<file path="config.mk">
export PLATFORM = sky130hd
export DESIGN_NAME = mc_ctrl
export DESIGN_NICKNAME = d
export VERILOG_FILES = /design/src/rtl/mc_ctrl.sv
export SDC_FILE = /design/constraint.sdc
export NUM_CORES = 1
export LEC_CHECK = 0
export BUFFER_PORTS_ARGS = -buffer_cell sky130_fd_sc_hd__buf_2
export CAP_MARGIN = 20
export CORE_MARGIN = 5
export CORE_UTILIZATION = 40
export CTS_BUF_LIST = sky130_fd_sc_hd__clkbuf_16
export CTS_CLUSTER_SIZE = 40
export DETAILED_ROUTE_END_ITERATION = 10
export PLACE_DENSITY_LB_ADDON = 0.08
export SYNTH_ARGS = -nofsm -noshare
export SYNTH_HDL_FRONTEND = slang
export SYNTH_SLANG_ARGS = --single-unit
</file>
<file path="constraint.sdc">
create_clock -name clk -period 4.2 [get_ports clk]
set_input_delay 0.42 -clock clk [delete_from_list [all_inputs] [get_ports clk]]
set_output_delay 0.42 -clock clk [all_outputs]
set_load 0.01 [all_outputs]
</file>
<file path="src/rtl/mc_ctrl.sv">
// rtl/mc_ctrl.sv - multi-cycle control FSM for the MIPS-subset datapath
module mc_ctrl #(
    parameter int CNT_W = 32
) (
    input  logic             clk,
    input  logic             reset,
    input  logic [31:0]      instr,
    input  logic             zero,
    input  logic             imem_ready,
    input  logic             dmem_ready,
    output logic             imem_req,
    output logic             ir_wr,
    output logic             pc_wr,
    output logic [1:0]       npc_op,
    output logic [1:0]       eop,
    output logic             alu_src_b,
    output logic [1:0]       alu_op,
    output logic [1:0]       reg_dst,
    output logic             reg_wr,
    output logic [1:0]       wd_sel,
    output logic             dmem_rd,
    output logic             dmem_wr,
    output logic [2:0]       state,
    output logic             instr_done,
    output logic             illegal,
    output logic [CNT_W-1:0] instret
);

    localparam logic [2:0] S_FETCH  = 3'd0;
    localparam logic [2:0] S_DECODE = 3'd1;
    localparam logic [2:0] S_EXE    = 3'd2;
    localparam logic [2:0] S_MEM    = 3'd3;
    localparam logic [2:0] S_WB     = 3'd4;

    logic [2:0]       state_q, state_d;
    logic [CNT_W-1:0] instret_q, instret_d;
    logic             done;

    logic [5:0] op;
    logic [5:0] funct;
    logic is_addu, is_subu, is_jr, is_ori, is_lui, is_addiu;
    logic is_lw, is_sw, is_beq, is_j, is_jal, is_r, is_illegal, uses_imm;

    assign op    = instr[31:26];
    assign funct = instr[5:0];

    assign is_addu  = (op == 6'h00) && (funct == 6'h21);
    assign is_subu  = (op == 6'h00) && (funct == 6'h23);
    assign is_jr    = (op == 6'h00) && (funct == 6'h08);
    assign is_ori   = (op == 6'h0d);
    assign is_lui   = (op == 6'h0f);
    assign is_addiu = (op == 6'h09);
    assign is_lw    = (op == 6'h23);
    assign is_sw    = (op == 6'h2b);
    assign is_beq   = (op == 6'h04);
    assign is_j     = (op == 6'h02);
    assign is_jal   = (op == 6'h03);
    assign is_r     = is_addu | is_subu;
    // beq compares two registers, so it is not counted as an immediate-operand instruction here
    assign uses_imm = is_ori | is_lui | is_addiu | is_lw | is_sw;
    assign is_illegal = ~(is_r | is_jr | is_ori | is_lui | is_addiu | is_lw | is_sw |
                          is_beq | is_j | is_jal);

    // Extender op follows the instruction alone, independent of state and reset
    assign eop = is_ori ? 2'b01 : (is_lui ? 2'b10 : (is_beq ? 2'b11 : 2'b00));

    assign state   = state_q;
    assign instret = instret_q;

    // Next-state, datapath controls and retire count; reset masks every control output
    always_comb begin
        state_d    = state_q;
        done       = 1'b0;
        imem_req   = 1'b0;
        ir_wr      = 1'b0;
        pc_wr      = 1'b0;
        npc_op     = 2'b00;
        alu_src_b  = 1'b0;
        alu_op     = 2'b00;
        reg_dst    = 2'b00;
        reg_wr     = 1'b0;
        wd_sel     = 2'b00;
        dmem_rd    = 1'b0;
        dmem_wr    = 1'b0;
        illegal    = 1'b0;
        case (state_q)
            S_FETCH: begin
                imem_req = 1'b1;
                if (imem_ready) begin
                    ir_wr   = 1'b1;
                    pc_wr   = 1'b1;
                    state_d = S_DECODE;
                end
            end
            S_DECODE: begin
                if (is_j || is_jal) begin
                    pc_wr  = 1'b1;
                    npc_op = 2'b10;
                    done   = 1'b1;
                    if (is_jal) begin
                        reg_wr  = 1'b1;
                        reg_dst = 2'b10;
                        wd_sel  = 2'b10;
                    end
                end else if (is_jr) begin
                    pc_wr  = 1'b1;
                    npc_op = 2'b11;
                    done   = 1'b1;
                end else if (is_illegal) begin
                    illegal = 1'b1;
                    done    = 1'b1;
                end else begin
                    state_d = S_EXE;
                end
            end
            S_EXE: begin
                alu_src_b = uses_imm;
                alu_op    = (is_subu || is_beq) ? 2'b01 : (is_ori ? 2'b10 : 2'b00);
                if (is_beq) begin
                    pc_wr  = zero;
                    npc_op = 2'b01;
                    done   = 1'b1;
                end else if (is_lw || is_sw) begin
                    state_d = S_MEM;
                end else begin
                    state_d = S_WB;
                end
            end
            S_MEM: begin
                // Address operand stays selected for the whole variable-latency access
                alu_src_b = 1'b1;
                dmem_rd   = is_lw;
                dmem_wr   = is_sw;
                if (dmem_ready) begin
                    if (is_sw) begin
                        done = 1'b1;
                    end else begin
                        state_d = S_WB;
                    end
                end
            end
            S_WB: begin
                reg_wr  = 1'b1;
                reg_dst = is_r ? 2'b01 : 2'b00;
                wd_sel  = is_lw ? 2'b01 : 2'b00;
                done    = 1'b1;
            end
            default: begin
                state_d = S_FETCH;
            end
        endcase
        if (done) begin
            state_d = S_FETCH;
        end
        instret_d  = done ? instret_q + {{(CNT_W-1){1'b0}}, 1'b1} : instret_q;
        instr_done = done;
        if (!reset) begin
            imem_req   = 1'b0;
            ir_wr      = 1'b0;
            pc_wr      = 1'b0;
            npc_op     = 2'b00;
            alu_src_b  = 1'b0;
            alu_op     = 2'b00;
            reg_dst    = 2'b00;
            reg_wr     = 1'b0;
            wd_sel     = 2'b00;
            dmem_rd    = 1'b0;
            dmem_wr    = 1'b0;
            illegal    = 1'b0;
            instr_done = 1'b0;
        end
    end

    // State and retire-counter registers with synchronous active-low reset
    always_ff @(posedge clk) begin
        if (!reset) begin
            state_q   <= S_FETCH;
            instret_q <= '0;
        end else begin
            state_q   <= state_d;
            instret_q <= instret_d;
        end
    end

endmodule

</file>
Yosys cells after proc, flatten, opt, wreduce, memory -nomap -nowiden
Index checks and enable logic that the tools add are counted.
Widths: inputs -> output; s select.
{ "word_totals": {"register_bits": 35, "input_bits": 37, "out_inout_bits": 54, "wordCells": 112} }
{ "classes": {"addsub": 1, "eq_ne": 22, "mux": 61, "bitwise": 16, "n_reduce_logical": 10} }
{ "ops": {"columns": ["cell", "count"], "rows": [
  ["$add 32x1->32 const B", 1],
  ["$mux 1", 31],
  ["$mux 2", 14],
  ["$eq 6x4->1 const B", 4],
  ["$eq 6x6->1 const B", 4],
  ["$mux 3", 8],
  ["$pmux 3 s5", 1],
  ["$ne 2x2->1 const B", 7],
  ["$or 1x1->1", 14],
  ["$eq 6x2->1 const B", 2],
  ["$pmux 2 s2", 3],
  ["$reduce_and 8->1", 1],
  ["$eq 3x2->1 const B", 2],
  ["$eq 6x3->1 const B", 1],
  ["$logic_not 6->1", 1],
  ["$pmux 1 s2", 2],
  ["$pmux 1 s4", 1],
  ["$eq 3x1->1 const B", 1],
  ["$eq 3x3->1 const B", 1],
  ["$logic_and 1x1->1", 3],
  ["$logic_not 3->1", 1],
  ["$logic_or 1x1->1", 3],
  ["$pmux 1 s3", 1],
  ["$not 1->1", 2],
  ["$reduce_or 2->1", 1]
]} }

Depth between registers and ports, before layout
Gate-level depths: netlist of the first run.
{ "depth": {"depth_word": 17, "mapped_depth": 9, "mapped_depth_nobuf": 6} }

Worst setup path before layout of the first run
Ideal clock, no wire load.
{ "synth_path": {"path_type": "input -> output", "from": "in instr[29]", "to": "out instr_done", "t_arrival_ps": 2150, "t_required_ps": 3780, "path_slack_ps": 1630, "stages": 8, "n_path_buf": 3, "cell_sequence": "buf_2 -> nor4_2 -> o211ai_1 -> o211a_2 -> nor4_4 -> buf_6 -> buf_6 -> nor2_1"} }
{ "synth_via": {"elab_chain_cells": 17, "elab_cells_between_ends": 31, "cone_classes": "eq/ne: 8; mux: 8; bitwise: 10; reduce/logical: 5"} }
{ "synth_lines": {"columns": ["element", "line", "text"], "rows": [
  ["start: declaration", "7", "input logic [31:0] instr,"],
  ["$logic_not 6->1", "47, 48, 49", null],
  ["$logic_and 1x1->1, on equally long branches", "47, 48", null],
  ["$or 1x1->1", "58", "assign is_r = is_addu | is_subu;"],
  ["$or 1x1->1 (7 in series)", "61", "assign is_illegal = ~(is_r | is_jr | is_ori | is_lui | is_addiu | is_lw | is_sw |"],
  ["$or 1x1->1 (2 in series)", "62", "is_beq | is_j | is_jal);"],
  ["$mux 1", "109", "end else if (is_illegal) begin"],
  ["$mux 1", "105", "end else if (is_jr) begin"],
  ["$mux 1", "96", "if (is_j || is_jal) begin"],
  ["$pmux 1 s4 (*)", "86", "case (state_q)"],
  ["$mux 1 (*)", "157", "if (!reset) begin"],
  ["end: declaration", "24", "output logic instr_done,"]
]} }
Mark *: on every way between the ends. The rest lies on a longest branch, timed or not.

Worst setup path after layout of the first run
Ends and elaborated chain as after synthesis.

==> results of run 1 <==
-- worst paths after layout --
path | start | end | slack (ns) | depth (start not counted)
worst min register to register | instret[31] | instret[31] | 0.49 | 2
worst max register to register | instret[8] | instret[31] | 1.60 | 6
worst max-delay path | instr[29] | instr_done | 1.33 | 8
worst min-delay path | dmem_ready | state[1] | 0.48 | 3
-- cell usage after synthesis, types with 2 or more instances --
cell type / count
a21oi_1: 35
dfxtp_1: 35
nand2_1: 31
nor2_1: 17
o31ai_1: 17
or4_1: 17
or3_1: 15
nand3_1: 11
and3_1: 10
clkbuf_1: 9
o21ai_0: 9
inv_1: 7
and2_1: 6
nor4_1: 6
buf_6: 5
nand2b_1: 5
nand4_1: 5
nor3_1: 4
and3b_1: 3
mux2i_1: 3
nor2b_1: 3
o211ai_1: 3
o21a_1: 3
a31oi_1: 2
buf_2: 2
o31a_1: 2
-- registers in the layout, indices dropped and copies added (netlist names) --
register / count
instret: 32
state: 3
-- worst reg2reg max path, stage by stage (launching register included) --
cell	delay [ns]
dfxtp_1	0.45
nand4_1	0.17
nor3_1	0.36
nand3_1	0.41
or3_1	0.50
or4_1	0.48
a21oi_1	0.15
-- metal layers --
layer	global-route usage (%)	routed length (um)	vias to the layer above
met2	26.5	2810	56
met4	4.03	61	0
met3	3.43	350	6
li1	-	-	1207
met1	23.5	3020	1134
met5	0	0	-
-- final cells by class --
cell class              count  area share (%)
multi-input cells         227            50.6
flip-flops and latches     35            25.5
repair buffers             73            13.6
clock buffers               5            4.55
well taps                  72            3.27
clock inverters             3            1.59
inverters                   7           0.955
-- through the flow --
| stage | utilization [%] | std cells | setup slack, ns | power, uW |
|---|---|---|---|---|
| floorplan | - | 286 | 1.63 | 579 |
| CTS | 50.3 | 422 | 1.34 | 1050 |
| global route | 50.3 | 422 | 1.14 | 1090 |
| global placement | 47.2 | 414 | 1.33 | 627 |
| finish | 50.3 | 422 | 1.33 | 1040 |
| detailed placement | 47.2 | 414 | 1.29 | 629 |
-- power by group through the flow --
stage	combinational, uW	sequential, uW	clock [uW]
6_report	244	378	418
5_1_grt	271	383	440
3_5_place_dp	244	385	0
2_1_floorplan	206	373	0
3_3_place_gp	242	385	0
4_1_cts	246	378	429
-- cells by family (layout without fill, tap and decap cells) --
| family | after synthesis | in the layout | synth area share [%] |
|---|---|---|---|
| fa+ha+maj | 1 | 1 | 0.562 |
| buf+inv | 24 | 88 | 6.01 |
| compound gates | 80 | 80 | 23.5 |
| simple gates | 142 | 142 | 36.7 |
| xor+xnor | 1 | 1 | 0.393 |
| mux | 3 | 3 | 1.35 |
| flops | 35 | 35 | 31.5 |
==> results_dict.tcl, run 1 <==
set metrics [dict create \
    synth_area_per_cell_um2 7.79 \
    wl_per_cell_um 14.8 \
    first_global_vias 2029 \
    clk_latency_ns 0.28 \
    yosysSeqAreaShare_pct 31.5 \
    grt_max_degree 38 \
    vias 2403 \
    cp_slowest_cell "nor4_2" \
    start_util_pct 40.7 \
    drt_iter0_markers 94 \
    numPortBuffers 70 \
    hpwlAfterDp_um 4530 \
    max_stage_delay_ns 0.57 \
    num_io_pins 91 \
    synth_top_flop_cell "dfxtp_1" \
    core_area_um2 5470 \
    overflow 0 \
    tightest_slew_ns 0.620 \
    rows 27 \
    synth_cell_types 47 \
    fin_skew_ns 0.00727 \
    ys_warn_count 0 \
    drive_above_1_share_pct 25.7 \
    vias_per_cell 5.69 \
    maxCapViolCount 0 \
    power_density_nw_per_um2 378 \
    ant_nets 0 \
    grt_antenna_before_repair 0 \
    worstSetupPathType "input port to output port" \
    synth.area.top_cells "dfxtp_1, a21oi_1, o31ai_1" \
    syn-cell-area_um2 2230 \
    p_seq_share_pct 36.4 \
    cts.htree.levels 2 \
    path_common_cell "buf_2" \
    post-route-period-util_pct 68.4 \
    required_ns 3.78 \
    synth_seq_cells 35 \
    leakage_uw 0.00109 \
    grt_pass1_wl_um 10000 \
    tns_ns 0 \
    cts_tree "built" \
    cts_buffers 5 \
    layout.nets 387 \
    setup_viol 0 \
    place.gp.congestion 0.800 \
    clock_sinks 35 \
    syn_nets 324 \
    crit_fanout 37 \
    critPathLaunchType "input port" \
    rsz0062_at_grt "no" \
    post_cts_buffers 0 \
    synth_top_area_share_pct 31.5 \
    root_buffer "clkbuf_16" \
    syn_inst 286 \
    die_y_um 84.6 \
    p_sw_uw 319 \
    nFillCells 592 \
    die_w_um 84.6 \
    max_freq_ghz 0.348 \
    synthArstFlopShare_pct 0 \
    register_area_um2 701 \
    hold_violations 0 \
    final_common_cell "buf_2" \
    worst-path-buf-inv 3 \
    crit_family "simple AND/OR/NAND/NOR gates" \
    stdcell_area_um2 2750 \
    place_area_um2 2580 \
    first_pass_iters 4 \
    period_minus_slack_ns 2.87 \
    cts.path.max_buffers 2 \
    critical_path_arrival_ns 2.45 \
    synth_edf_count 0 \
    sw_frac_of_total_pct 30.7 \
    hold_class "input port to flop" \
    multi_input_area_um2 1390 \
    drt_wl_total_um 6240 \
    die-area_um2 7160 \
    yosys.area.top_type "dfxtp_1" \
    cp_cell_sequence "buf_2, nor4_2, o211ai_1, o211a_2, nor4_4, buf_4, nor2_1, buf_2" \
    mostFrequentLayoutCells "buf_2, a21oi_1, dfxtp_1" \
    clkSlewWorstSetupHoldPaths_ns 0.05 \
    areaGrowthSynthToFinish_pct 23.5 \
    gr-usage-all-layers_pct 16.8 \
    whs_ns 0.480 \
    diodes 0 \
    slew_headroom_pct 58.5 \
    comb_power_share_pct 23.5 \
    finalMaxSlewViolations 0 \
    ir_drop_uv 213 \
    drc_errors 0 \
    clkPwrFrac_pct 40.2 \
    p_int_uw 721 \
    critPathCaptureType "output port" \
    ctsHoldBuffers 0 \
    cts_resized 0 \
    outcome "finished clean" \
]
Power figures use the tool's default switching activity.
==> run 2: changes to the inputs <==
- clock period: 4.2 -> 2.65 ns (I/O delays scaled with it)
==> run 2 against run 1 <==
  * Critical path depth grew 1
  * Total power grew 63%
  * Wire length grew 1.4%
  * Highest routed layer unchanged
  * Cell count rose by 2.6%
  * Core utilization rose by 1.6 points
  * Clock power increased by 56%
  * Hold slack got worse by 0.15 ns
  * First-iteration DRC count shrank 15%
  * Largest power group unchanged
  * Register-to-register slack got worse by 1.2 ns
  * Count of clock-buffer cells in the layout stayed put
==> results_dict.tcl, run 2 (synthesized netlist as in run 1, its figures left out) <==
set metrics [dict create \
    outcome "finished clean" \
    start_util_pct 40.7 \
    ir_drop_uv 416 \
    ctsHoldBuffers 0 \
    vias_per_cell 5.65 \
    max_freq_ghz 0.411 \
    maxCapViolCount 0 \
    hold_violations 0 \
    clkSlewWorstSetupHoldPaths_ns 0.05 \
    gr-usage-all-layers_pct 17.3 \
    diodes 0 \
    die_w_um 84.6 \
    rsz0062_at_grt "no" \
    grt_antenna_before_repair 0 \
    critical_path_arrival_ns 2.17 \
    tns_ns 0 \
    cts_buffers 5 \
    first_pass_iters 4 \
    whs_ns 0.327 \
    place.gp.congestion 0.785 \
    grt_pass1_wl_um 10300 \
    clk_latency_ns 0.28 \
    final_common_cell "buf_2" \
    hold_depth 3 \
    setup_viol 0 \
    fin_skew_ns 0.00691 \
    cts_resized 0 \
    ant_nets 0 \
    reg2reg_setup_slack_ns 0.36 \
    largest_register_ffs 32 \
    num_io_pins 91 \
    drc_errors 0 \
    fin_total_pwr_uw 1700 \
    post_cts_buffers 0 \
    finalMaxSlewViolations 0 \
    r2r_end "instret[30]" \
    rr_startpoint "instret[8]" \
    cts_tree "built" \
    place_ws_ns 0.199 \
    whs_endpoint "state[1]" \
    mostFrequentLayoutCells "buf_2, a21oi_1, dfxtp_1" \
    drt_wl_total_um 6320 \
    overflow 0 \
    cts.path.max_buffers 2 \
    wl_per_cell_um 14.6 \
    r2r_cells 6 \
    drt_iter0_markers 80 \
    die_y_um 84.6 \
    post-route-period-util_pct 91.8 \
    clock_sinks 35 \
    leakage_uw 0.00115 \
    period_minus_slack_ns 2.43 \
    critPathCaptureType "output port" \
    vias 2448 \
    core_area_um2 5470 \
    areaGrowthSynthToFinish_pct 27.6 \
    worstSetupPathType "input port to output port" \
    critPathLaunchType "input port" \
    hold_class "input port to flop" \
    numPortBuffers 70 \
    root_buffer "clkbuf_16" \
    die-area_um2 7160 \
    tightest_slew_ns 0.417 \
    hpwlAfterDp_um 4620 \
    layout.nets 398 \
    worst_slack_ns 0.219 \
    drive_above_1_share_pct 27.7 \
    grt_max_degree 32 \
    min_from "dmem_ready" \
    required_ns 2.38 \
    first_global_vias 2201 \
    power_density_nw_per_um2 598 \
    crit_fanout 10 \
    slew_headroom_pct 71.9 \
    cts.htree.levels 2 \
    rows 27 \
]
## run 2: changes by cell type in the layout (fill, tap and decap cells not counted)
| cell | change |
|---|---|
| buf_4 | +10 |
| buf_12 | +1 |
| clkinv_1 | +1 |
| clkinv_4 | -1 |
## run 2: layout make-up
type	instances	area, um^2
Tap cell	72	90.1
Fill cell	560	2630
Sequential cell	35	701
Inverter	7	26.3
Clock inverter	3	38.8
Timing Repair Buffer	84	468
Clock buffer	5	125
Multi-Input combinational cell	227	1390
## run 2: worst max-delay path: stages
cell      delay [ns]
buf_2           0.10
buf_4           0.15
nor4_1          0.41
o211ai_1        0.21
o211a_2         0.23
nor4_4          0.36
buf_4           0.24
nor2_1          0.05
buf_2           0.15
## run 2: how the worst max path moves through the flow
stage | slack (ns) | cells past startpoint | startpoint | endpoint
finish | 0.22 | 9 | instr[27] | instr_done
CTS | 0.21 | 9 | instr[27] | instr_done
floorplan | 0.38 | 9 | instr[29] | instret[1]
global placement | 0.20 | 9 | instr[27] | instret[29]
global route | 0.07 | 9 | instr[27] | instr_done
detailed placement | 0.20 | 8 | instr[30] | instret[20]
## run 2: through the flow
step                instance area, um^2  utilization (%)  instances
finish                             2840             51.9        433
global route                       2840             51.9        433
CTS                                2840             51.9        433
detailed placement                 2680             48.9        425
global placement                   2680             48.9        425
floorplan                          2230                -        286
## run 2: layer usage
metal / vias to the layer above / GRT usage [%] / part of all wire, %
met3: 4 / 4.71 / 6.5
met4: 0 / 4.60 / 0.90
li1: 1230 / - / -
met1: 1142 / 22.3 / 47
met5: - / 0 / 0
met2: 72 / 28.5 / 46
## run 2: power breakdown
group	internal, uW	switching [uW]	leakage, uW
registers	548	16.8	0.000282
clock network	438	216	0.0000812
logic	198	282	0.000784
==> run 3: changes to the inputs <==
- SETUP_SLACK_MARGIN: not set -> 0.3
- clock period: 2.65 -> 2.85 ns (I/O delays scaled with it)
==> run 3 against run 2 <==
  * Global-route usage down 0.15 points
  * Largest power group unchanged
  * Sequential share of layout area up 0.15 points
  * Cell count down 0.69%
  * Register-to-register slack better by 0.24 ns
  * Combinational power down 9.0%
  * Worst setup slack better by 0.29 ns
  * Critical path depth down 1
  * Hold slack better by 0.014 ns
  * Sequential power down 5.1%
==> results_dict.tcl, run 3 (synthesized netlist as in run 1, its figures left out) <==
set metrics [dict create \
    outcome "finished clean" \
    cp_cell_sequence "buf_2, or4b_4, o21a_1, o211a_2, nor4_4, buf_6, nor2_1, buf_2" \
    root_buffer "clkbuf_16" \
    worstSetupPathType "input port to output port" \
    post-route-period-util_pct 82.1 \
    ant_nets 0 \
    setup_viol 0 \
    fin_skew_ns 0.00355 \
    grt_antenna_before_repair 0 \
    period_minus_slack_ns 2.34 \
    grt_util_met1_pct 23.0 \
    final_cells 430 \
    critical_path_arrival_ns 2.05 \
    max_freq_ghz 0.428 \
    vias 2374 \
    required_ns 2.57 \
    final_common_cell "buf_2" \
    grtUsageMet2_pct 27.5 \
    overflow 0 \
    ir_drop_uv 398 \
    hold_class "input port to flop" \
    grt_pass1_wl_um 10300 \
    tns_ns 0 \
    drt_wl_total_um 6190 \
    slew_headroom_pct 65.0 \
    nFillCells 590 \
    max_stage_delay_ns 0.58 \
    diodes 0 \
    place_ws_ns 0.291 \
    cts.path.max_buffers 2 \
    worst_slack_ns 0.511 \
    cts_tree "built" \
    numPortBuffers 70 \
    layout.nets 395 \
    wl_per_cell_um 14.4 \
    largest_register_ffs 32 \
    drc_errors 0 \
    power_density_nw_per_um2 563 \
    clkSlewWorstSetupHoldPaths_ns 0.05 \
    die_w_um 84.6 \
    cts.htree.levels 2 \
    first_pass_iters 4 \
    critPathCaptureType "output port" \
    rsz0062_at_grt "no" \
    grt_max_degree 32 \
    vias_per_cell 5.52 \
    post_cts_buffers 0 \
    tightest_slew_ns 0.517 \
    rows 27 \
    clock_sinks 35 \
    clk_latency_ns 0.28 \
    globalRoute.busiestLayer "met2" \
    cts_buffers 5 \
    critPathLaunchType "input port" \
    mostFrequentLayoutCells "buf_2, a21oi_1, dfxtp_1" \
    drive_above_1_share_pct 27.7 \
    start_util_pct 40.7 \
    crit_fanout 16 \
    worst-path-buf-inv 3 \
    first_global_vias 2181 \
    core_area_um2 5470 \
    grtUsageMet3_pct 4.02 \
    drt_iter0_markers 98 \
    place.gp.congestion 0.782 \
    num_io_pins 91 \
    die_y_um 84.6 \
    path_common_cell "buf_2" \
    gr-usage-all-layers_pct 17.1 \
    areaGrowthSynthToFinish_pct 27.0 \
    numPlacedInstances 422 \
    die-area_um2 7160 \
    whs_ns 0.341 \
    maxCapViolCount 0 \
    leakage_uw 0.00114 \
    crit_family "simple AND/OR/NAND/NOR gates" \
    cp_slowest_cell "or4b_4" \
    fin_util_pct 51.7 \
    finalMaxSlewViolations 0 \
    hpwlAfterDp_um 4560 \
    hold_violations 0 \
]
==> run 3: cell types whose count changed in the layout (fill, tap and decap cells not counted) <==
cell      delta
dfxtp_2      +1
clkinv_4     +1
buf_6        +1
clkinv_1     -1
dfxtp_1      -1
buf_4        -4
==> run 3: final cells by class <==
| type | count | area (um^2) | share of cell area [%] |
|---|---|---|---|
| multi-input cells | 227 | 1390 | 49.2 |
| flip-flops and latches | 35 | 702 | 24.8 |
| repair buffers | 81 | 449 | 15.9 |
| clock buffers | 5 | 125 | 4.42 |
| well taps | 72 | 90.1 | 3.18 |
| clock inverters | 3 | 43.8 | 1.55 |
| inverters | 7 | 26.3 | 0.929 |
==> run 3: worst min-delay path: cells and delay by family <==
| kind | cells | cell delay (ns) |
|---|---|---|
| buf+inv | 1 | 0.10 |
| compound gates | 2 | 0.20 |
==> run 3: final timing paths <==
check	from	endpoint	slack [ns]	cells past startpoint
hold / removal	dmem_ready	state[1]	0.34	3
setup reg to reg	instret[8]	instret[31]	0.60	6
setup / recovery	instr[27]	instr_done	0.51	8
hold reg to reg	instret[31]	instret[31]	0.49	2
==> run 3: where the power goes <==
group,internal [uW],switching [uW]
sequential,510,25.1
clock,412,209
combinational,185,251
total,1110,485
==> run 3: stage by stage <==
| step | power, uW | area (um^2) |
|---|---|---|
| after CTS | 1610 | 2820 |
| after global placement | 979 | 2660 |
| after global routing | 1680 | 2830 |
| final | 1590 | 2830 |
| after floorplan | 854 | 2230 |
| after detailed placement | 982 | 2660 |
==> run 3: routing by layer <==
metal	wire, um	part of all wire [%]
met5	0	0
met4	42	0.68
met2	2830	46
met3	324	5.2
met1	2990	48
==> run 3: what timing repair did <==
| action | 4_1_cts | 5_1_grt |
|---|---|---|
| gates resized for setup | 0 | 2 |
| setup endpoints to repair | 0 | 1 |
| hold buffers | 0 | 0 |
